**src/rtl/uart_rx.sv**
```systemverilog
// UART receiver with an internal first-word-fall-through receive FIFO.
//
// Decodes frames of one start bit (0), DATA_WIDTH data bits sent LSB first, and one
// stop bit (1). Good bytes are pushed into the FIFO, and the host drains it with rx_re_i.
//
// Ports:
//   clk_i        single clock, all logic on posedge
//   rst_ni       synchronous active-low reset
//   baud_div_i   clk cycles per bit; values below 4 keep the receiver idle
//   rx_en_i      receiver enable; deasserting it discards any partial frame
//   rx_bit_i     asynchronous serial input, idle high
//   rx_re_i      pop the FIFO head; ignored when the FIFO is empty
//   dout_o       FIFO head, forced to 0 when the FIFO is empty
//   empty_o      FIFO empty
//   full_o       FIFO full
//   frame_err_o  1-cycle pulse: stop bit sampled low
//   overrun_o    1-cycle pulse: good frame dropped because the FIFO was full
module uart_rx #(
    parameter int unsigned DATA_WIDTH = 8,
    parameter int unsigned FIFO_DEPTH = 8
) (
    input  logic                  clk_i,
    input  logic                  rst_ni,
    input  logic [15:0]           baud_div_i,
    input  logic                  rx_en_i,
    input  logic                  rx_bit_i,
    input  logic                  rx_re_i,
    output logic [DATA_WIDTH-1:0] dout_o,
    output logic                  empty_o,
    output logic                  full_o,
    output logic                  frame_err_o,
    output logic                  overrun_o
);

    localparam int unsigned PtrW = $clog2(FIFO_DEPTH);
    localparam int unsigned CntW = PtrW + 1;
    localparam int unsigned IdxW = (DATA_WIDTH > 1) ? $clog2(DATA_WIDTH) : 1;
    localparam logic [IdxW-1:0] LastBit = IdxW'(DATA_WIDTH - 1);
    localparam logic [CntW-1:0] DepthCnt = CntW'(FIFO_DEPTH);

    typedef enum logic [1:0] {StIdle, StStart, StData, StStop} state_e;

    state_e                state_q, state_d;
    logic                  rx_meta_q, rx_s_q, rx_prev_q;
    logic [15:0]           cnt_q, cnt_d;
    logic [IdxW-1:0]       idx_q, idx_d;
    logic [DATA_WIDTH-1:0] shreg_q, shreg_d;
    logic                  frame_err_q, frame_err_d;
    logic                  overrun_q, overrun_d;

    logic [DATA_WIDTH-1:0] mem_q [FIFO_DEPTH];
    logic [PtrW-1:0]       wr_ptr_q, rd_ptr_q;
    logic [CntW-1:0]       count_q;

    logic        fall, baud_ok, push, pop;
    logic [15:0] half_m1, bit_last;

    assign fall     = !rx_s_q && rx_prev_q;
    assign baud_ok  = baud_div_i >= 16'd4;
    assign half_m1  = (baud_div_i >> 1) - 16'd1;
    assign bit_last = baud_div_i - 16'd1;

    assign empty_o     = count_q == '0;
    assign full_o      = count_q == DepthCnt;
    assign pop         = rx_re_i && !empty_o;
    assign dout_o      = empty_o ? '0 : mem_q[rd_ptr_q];
    assign frame_err_o = frame_err_q;
    assign overrun_o   = overrun_q;

    always_comb begin
        state_d     = state_q;
        cnt_d       = cnt_q;
        idx_d       = idx_q;
        shreg_d     = shreg_q;
        push        = 1'b0;
        frame_err_d = 1'b0;
        overrun_d   = 1'b0;
        if (!rx_en_i) begin
            state_d = StIdle;
            cnt_d   = '0;
        end else begin
            unique case (state_q)
                StIdle: begin
                    if (baud_ok && fall) begin
                        state_d = StStart;
                        cnt_d   = '0;
                    end
                end
                StStart: begin
                    if (cnt_q == half_m1) begin
                        cnt_d = '0;
                        idx_d = '0;
                        // A line that is high again by mid start bit was a glitch.
                        state_d = rx_s_q ? StIdle : StData;
                    end else begin
                        cnt_d = cnt_q + 16'd1;
                    end
                end
                StData: begin
                    if (cnt_q == bit_last) begin
                        cnt_d          = '0;
                        shreg_d[idx_q] = rx_s_q;
                        if (idx_q == LastBit) begin
                            state_d = StStop;
                        end else begin
                            idx_d = idx_q + IdxW'(1);
                        end
                    end else begin
                        cnt_d = cnt_q + 16'd1;
                    end
                end
                StStop: begin
                    if (cnt_q == bit_last) begin
                        state_d = StIdle;
                        cnt_d   = '0;
                        if (!rx_s_q) begin
                            frame_err_d = 1'b1;
                        end else if (!full_o || rx_re_i) begin
                            // A same-cycle pop frees the slot this push lands in.
                            push = 1'b1;
                        end else begin
                            overrun_d = 1'b1;
                        end
                    end else begin
                        cnt_d = cnt_q + 16'd1;
                    end
                end
                default: state_d = StIdle;
            endcase
        end
    end

    always_ff @(posedge clk_i) begin
        if (!rst_ni) begin
            state_q     <= StIdle;
            rx_meta_q   <= 1'b1;
            rx_s_q      <= 1'b1;
            rx_prev_q   <= 1'b1;
            cnt_q       <= '0;
            idx_q       <= '0;
            shreg_q     <= '0;
            frame_err_q <= 1'b0;
            overrun_q   <= 1'b0;
            wr_ptr_q    <= '0;
            rd_ptr_q    <= '0;
            count_q     <= '0;
        end else begin
            state_q     <= state_d;
            rx_meta_q   <= rx_bit_i;
            rx_s_q      <= rx_meta_q;
            rx_prev_q   <= rx_s_q;
            cnt_q       <= cnt_d;
            idx_q       <= idx_d;
            shreg_q     <= shreg_d;
            frame_err_q <= frame_err_d;
            overrun_q   <= overrun_d;
            if (push) begin
                wr_ptr_q <= wr_ptr_q + PtrW'(1);
            end
            if (pop) begin
                rd_ptr_q <= rd_ptr_q + PtrW'(1);
            end
            if (push && !pop) begin
                count_q <= count_q + CntW'(1);
            end else if (pop && !push) begin
                count_q <= count_q - CntW'(1);
            end
        end
    end

    // Storage needs no reset: the pointers and count define which entries are valid.
    always_ff @(posedge clk_i) begin
        if (push) begin
            mem_q[wr_ptr_q] <= shreg_q;
        end
    end

endmodule

```
**config.mk**
```make
export PLATFORM = sky130hd
export DESIGN_NAME = uart_rx
export DESIGN_NICKNAME = d
export VERILOG_FILES = /design/src/rtl/uart_rx.sv
export SDC_FILE = /design/constraint.sdc
export NUM_CORES = 1
export LEC_CHECK = 0
export CAP_MARGIN = 20
export CORE_ASPECT_RATIO = 0.9
export CORE_MARGIN = 2
export CORE_UTILIZATION = 60
export DETAILED_ROUTE_END_ITERATION = 8
export GPL_TIMING_DRIVEN = 0
export PLACE_DENSITY = 0.91
export SYNTH_ARGS = -nofsm -noshare
export SYNTH_HDL_FRONTEND = slang
export SYNTH_SLANG_ARGS = --single-unit
```
**constraint.sdc**
```tcl
create_clock -name clk_i -period 6.4 [get_ports clk_i]
set_clock_uncertainty 0.15 [all_clocks]
set_input_delay 1.28 -clock clk_i [delete_from_list [all_inputs] [get_ports clk_i]]
set_output_delay 1.28 -clock clk_i [all_outputs]
set_load 0.1 [all_outputs]
```
==> results.md, run 1 <==
- Max Transition Viols Final: 0
- Longest Clk Path Bufs: 2
- I/O Pins: 33
- Hold path cells: 1
- Non-filler cells, final: about 720
- Tightest Hold Check Type: reg2reg
- Placed Area: 6380 µm²
- Peak supply drop: 470 µV
- Final wirelength: 14.4 mm
- Post-synth EDFFs: 64
- Post-route setup slack: 0.498 ns
- First-pass GRT wire length: roughly 23 mm
- Switching share of power: 41.0%
- Synth Flop Type: edfxtp_1
- First drt pass iteration count: 6
- Rows: 34
- Syn. warnings: 0
- Synth top area share: 32.1%
- CTS resizes: 0
- Post-route setup TNS: 0 ns
- LEAKAGE: 2.18 nW
- Final ANT Viol Nets: 0
- R2R cell count: 17
- CP most frequent cell: ha_1
- Share of layout cells above drive strength 1: 10.5%
- Flop pwr share: between 40 and 50%
- Top cells by area, synth: edfxtp_1, dfxtp_1, mux4_2, xnor2_1, nand2_1
- Total GRT Usage: around 28%
- Multi-input logic area: 2880 µm²
- Total gr overflow: 0
- Cell Count Post-Placement: 701
- NetSw: about 0.77 mW
- Largest net degree at the start of global routing: 20
- Ys async rst share: 0%
- Synth Register Bits: ~110
- Slew at the pin closest to its max-slew limit: 0.994 ns
- Startpoint type of the worst setup path: primary input
- Antenna cells: 0
- Setup Viol. Count Final: 0
- Power Dens Cells: between 200 and 300 nW/µm²
- Register area: 2860 µm²
- Fmax: 0.169 GHz
- Comb pwr share: between 30% and 40%
- Final core utilization: 67.6%
- Die width: between 100 and 150 µm
- Number of buffer and inverter stages on the critical path: 4
- H-tree Lvls: 3
- RSZ-0062 raised after global routing: false
- Fin crit share: 92.2%
- Clk slew on worst S/H paths: 0.10 ns
- # port buffers: 20
- Fillers: about 700
- Final nets: slightly above 600
- Yosys top cell by area: edfxtp_1
- Final Cell Area: roughly 6600 µm²
- CTS Hold Bufs: 0
- Area delta synth->final: 9.50%
- Clock tree from TritonCTS: built
- RR Startpoint: cnt_q[5]$_SDFFE_PN0P_
- Critical path's slowest cell: clkdlybuf4s50_1
- Status: completed
- Postcts setup bufs: 0
- WHS: 0.281 ns
- Crit-path max FO: 10
- Hold Fails Final Rpt: 0
- Via count: 4,794
- Average size of a mapped cell: 10.9 µm²
- Power Internal: 1.11 mW
- Initial drt markers: ~450
- Crit Path Class: in2reg
- Die height: 98.8 µm
- Critical path cell sequence: clkdlybuf4s50_1, inv_1, ha_1, nor2b_1, nand4_1, xnor2_1, nor4_4, nor2b_1, nand3_1, clkbuf_1, nor3_1, ha_1, inv_1, ha_1, a21o_1, a21oi_1, xnor2_1, or3_1, a21oi_1
- Worst reg-to-reg setup slack: 1.83 ns
- Routed wire per std cell: around 20 µm
- Clock share of power: between 20% and 30%
- Unique masters post-synth: 64
- Slew margin rel.: 33.6%
- Reg2reg end: count_q[3]$_SDFFE_PN0P_
- Core area: 9700 µm²
- Initial antenna violation count: 0
- Syn nets: 583
- Mapped Cells: around 550
- Worst EP arrival: 6.07 ns
- Worst-Skew Late Latency: roughly 0.38 ns
- Critical hold path startpoint: rx_meta_q$_SDFF_PN1_
- Vias per inst: 6.69
- Most common cell after layout, fill and taps aside: edfxtp_1
- Power Total: 1.88 mW
- Final HPWL DP: 10.5 mm
- CP endpoint kind: flop
- Residual DRC: 0
- Initial core utilization: about three fifths
- Hold Crit Endpoint: rx_s_q$_SDFF_PN1_
- Worst slack at placement: 0.241 ns
- Syn Std Cell Area: 5990 µm²
- Max incr delay on CP: between 0.5 and 0.6 ns
- Root buf cell: clkbuf_8
- Max-capacitance violation count: 0
- Num CTS Buffers: 9
- Crit-path leading delay family: simple AND/OR/NAND/NOR gates
- Seq/Total Area, Yosys: 47.8%
- Most frequent cells in the layout: edfxtp_1, nand2_1, dfxtp_1
- Final min period: 5.90 ns
- GPL Wtd Cong: 0.941
- Vias in the first global route: around 4.7k
- Sinks on Clock Net: 111
- Area of the die: ~11,000 µm²
- Worst Path Required: approximately 6.6 ns
-- worst max path at each step --
stage | startpoint | end | slack, ns | cells past startpoint
after floorplan | count_q[0]$_SDFFE_PN0P_ | count_q[3]$_SDFFE_PN0P_ | 0.41 | 12
after global placement | baud_div_i[2] | count_q[3]$_SDFFE_PN0P_ | 0.34 | 19
after detailed placement | baud_div_i[2] | count_q[3]$_SDFFE_PN0P_ | 0.24 | 19
after CTS | baud_div_i[2] | count_q[3]$_SDFFE_PN0P_ | 0.61 | 19
after global routing | baud_div_i[2] | count_q[3]$_SDFFE_PN0P_ | 0.16 | 19
final | baud_div_i[2] | count_q[3]$_SDFFE_PN0P_ | 0.50 | 19
-- registers in the layout, indices dropped and copies added, names as in the netlist, 3 cells and up, named ones only --
register and cells:
mem_q 64, wr_ptr_q 3, shreg_q 8, count_q 4, cnt_q 16, rd_ptr_q 3, idx_q 3
-- cell type report --
cell class / instances / area share [%]
tap: 126 / 2.40
clock buffer: 10 / 1.95
buffer: 40 / 2.79
inverter: 17 / 0.973
sequential: 111 / 43.6
timing repair buffer: 24 / 3.51
multi-input combinational: 383 / 43.9
clock inverter: 6 / 0.820
-- layer usage --
layer	share of wire [%]	vias to the layer above	track usage, %
li1	-	2135	-
met3	11	47	7.41
met2	48	301	45.0
met1	39	2311	37.9
met4	2.4	0	9.83
met5	0	-	0
-- worst reg2reg max path: cells and delay by family, from the launching register on --
family                     cells  cell delay (ns)
DFF                            1             0.34
xor gates and xnor gates       3             0.44
adders and majority gates      2             0.54
and+or+nand+nor                6             1.76
AOI/OAI and AO/OA              3             0.50
buffers and inverters          3             0.78
-- synth_stat cells (3+ instances only) --
cell / number
xor2_1: 18
ha_1: 10
nor3_1: 18
edfxtp_1: 64
nor3b_1: 5
dfxtp_1: 47
mux2i_1: 16
o21ai_0: 13
and3_1: 11
nor4_2: 3
nor2_1: 39
buf_6: 3
nor4b_1: 4
or4_1: 11
mux4_2: 16
o311ai_1: 4
xnor2_1: 26
buf_2: 5
nand3b_1: 4
a211oi_1: 4
nand3_1: 22
nand4_1: 8
or3_1: 6
clkbuf_1: 25
a21oi_1: 17
inv_1: 17
o211ai_1: 12
buf_1: 6
nor4_1: 8
nand2b_1: 5
and3b_1: 3
nor2b_1: 5
o31ai_1: 9
nand2_1: 47
-- power by group through the flow --
| stage | combinational, mW | clock (mW) | sequential [mW] |
|---|---|---|---|
| after detailed placement | 0.710 | 0 | 0.794 |
| after floorplan | 0.557 | 0 | 0.790 |
| final | 0.714 | 0.390 | 0.778 |
| after CTS | 0.714 | 0.394 | 0.778 |
| after global routing | 0.745 | 0.417 | 0.781 |
| after global placement | 0.688 | 0 | 0.792 |
-- logic make-up (layout without fill, tap and decap cells) --
group                    after synthesis  count (layout)  synth area share [%]
AO/OA/AOI/OAI                         81              81                  9.65
XOR/XNOR                              44              44                  6.43
adder cells (fa/ha/maj)               11              11                  2.42
buffers and inverters                 57              97                  4.12
flip-flops                           111             111                  47.8
multiplexers                          32              32                  8.69
AND/OR/NAND/NOR                      215             215                  20.9
Note: power is estimated with default switching activity, not from simulation.
==> run 2, diff against run 1 <==
==> constraint.sdc (replaced) <==
create_clock -name clk_i -period 7.3 [get_ports clk_i]
set_clock_uncertainty 0.15 [all_clocks]
set_input_delay 1.46 -clock clk_i [delete_from_list [all_inputs] [get_ports clk_i]]
set_output_delay 1.46 -clock clk_i [all_outputs]
set_load 0.1 [all_outputs]
==> results of run 2 <==
The final DEF is identical to that of run 1. Status: completed.
Among the figures that moved: setup slack after placement 0.241 ns -> 0.961 ns; setup slack after layout 0.498 ns -> 1.22 ns; register-to-register setup slack 1.83 ns -> 2.73 ns; total power 1.88 mW -> 1.65 mW; worst IR drop on VDD 470 µV -> 412 µV
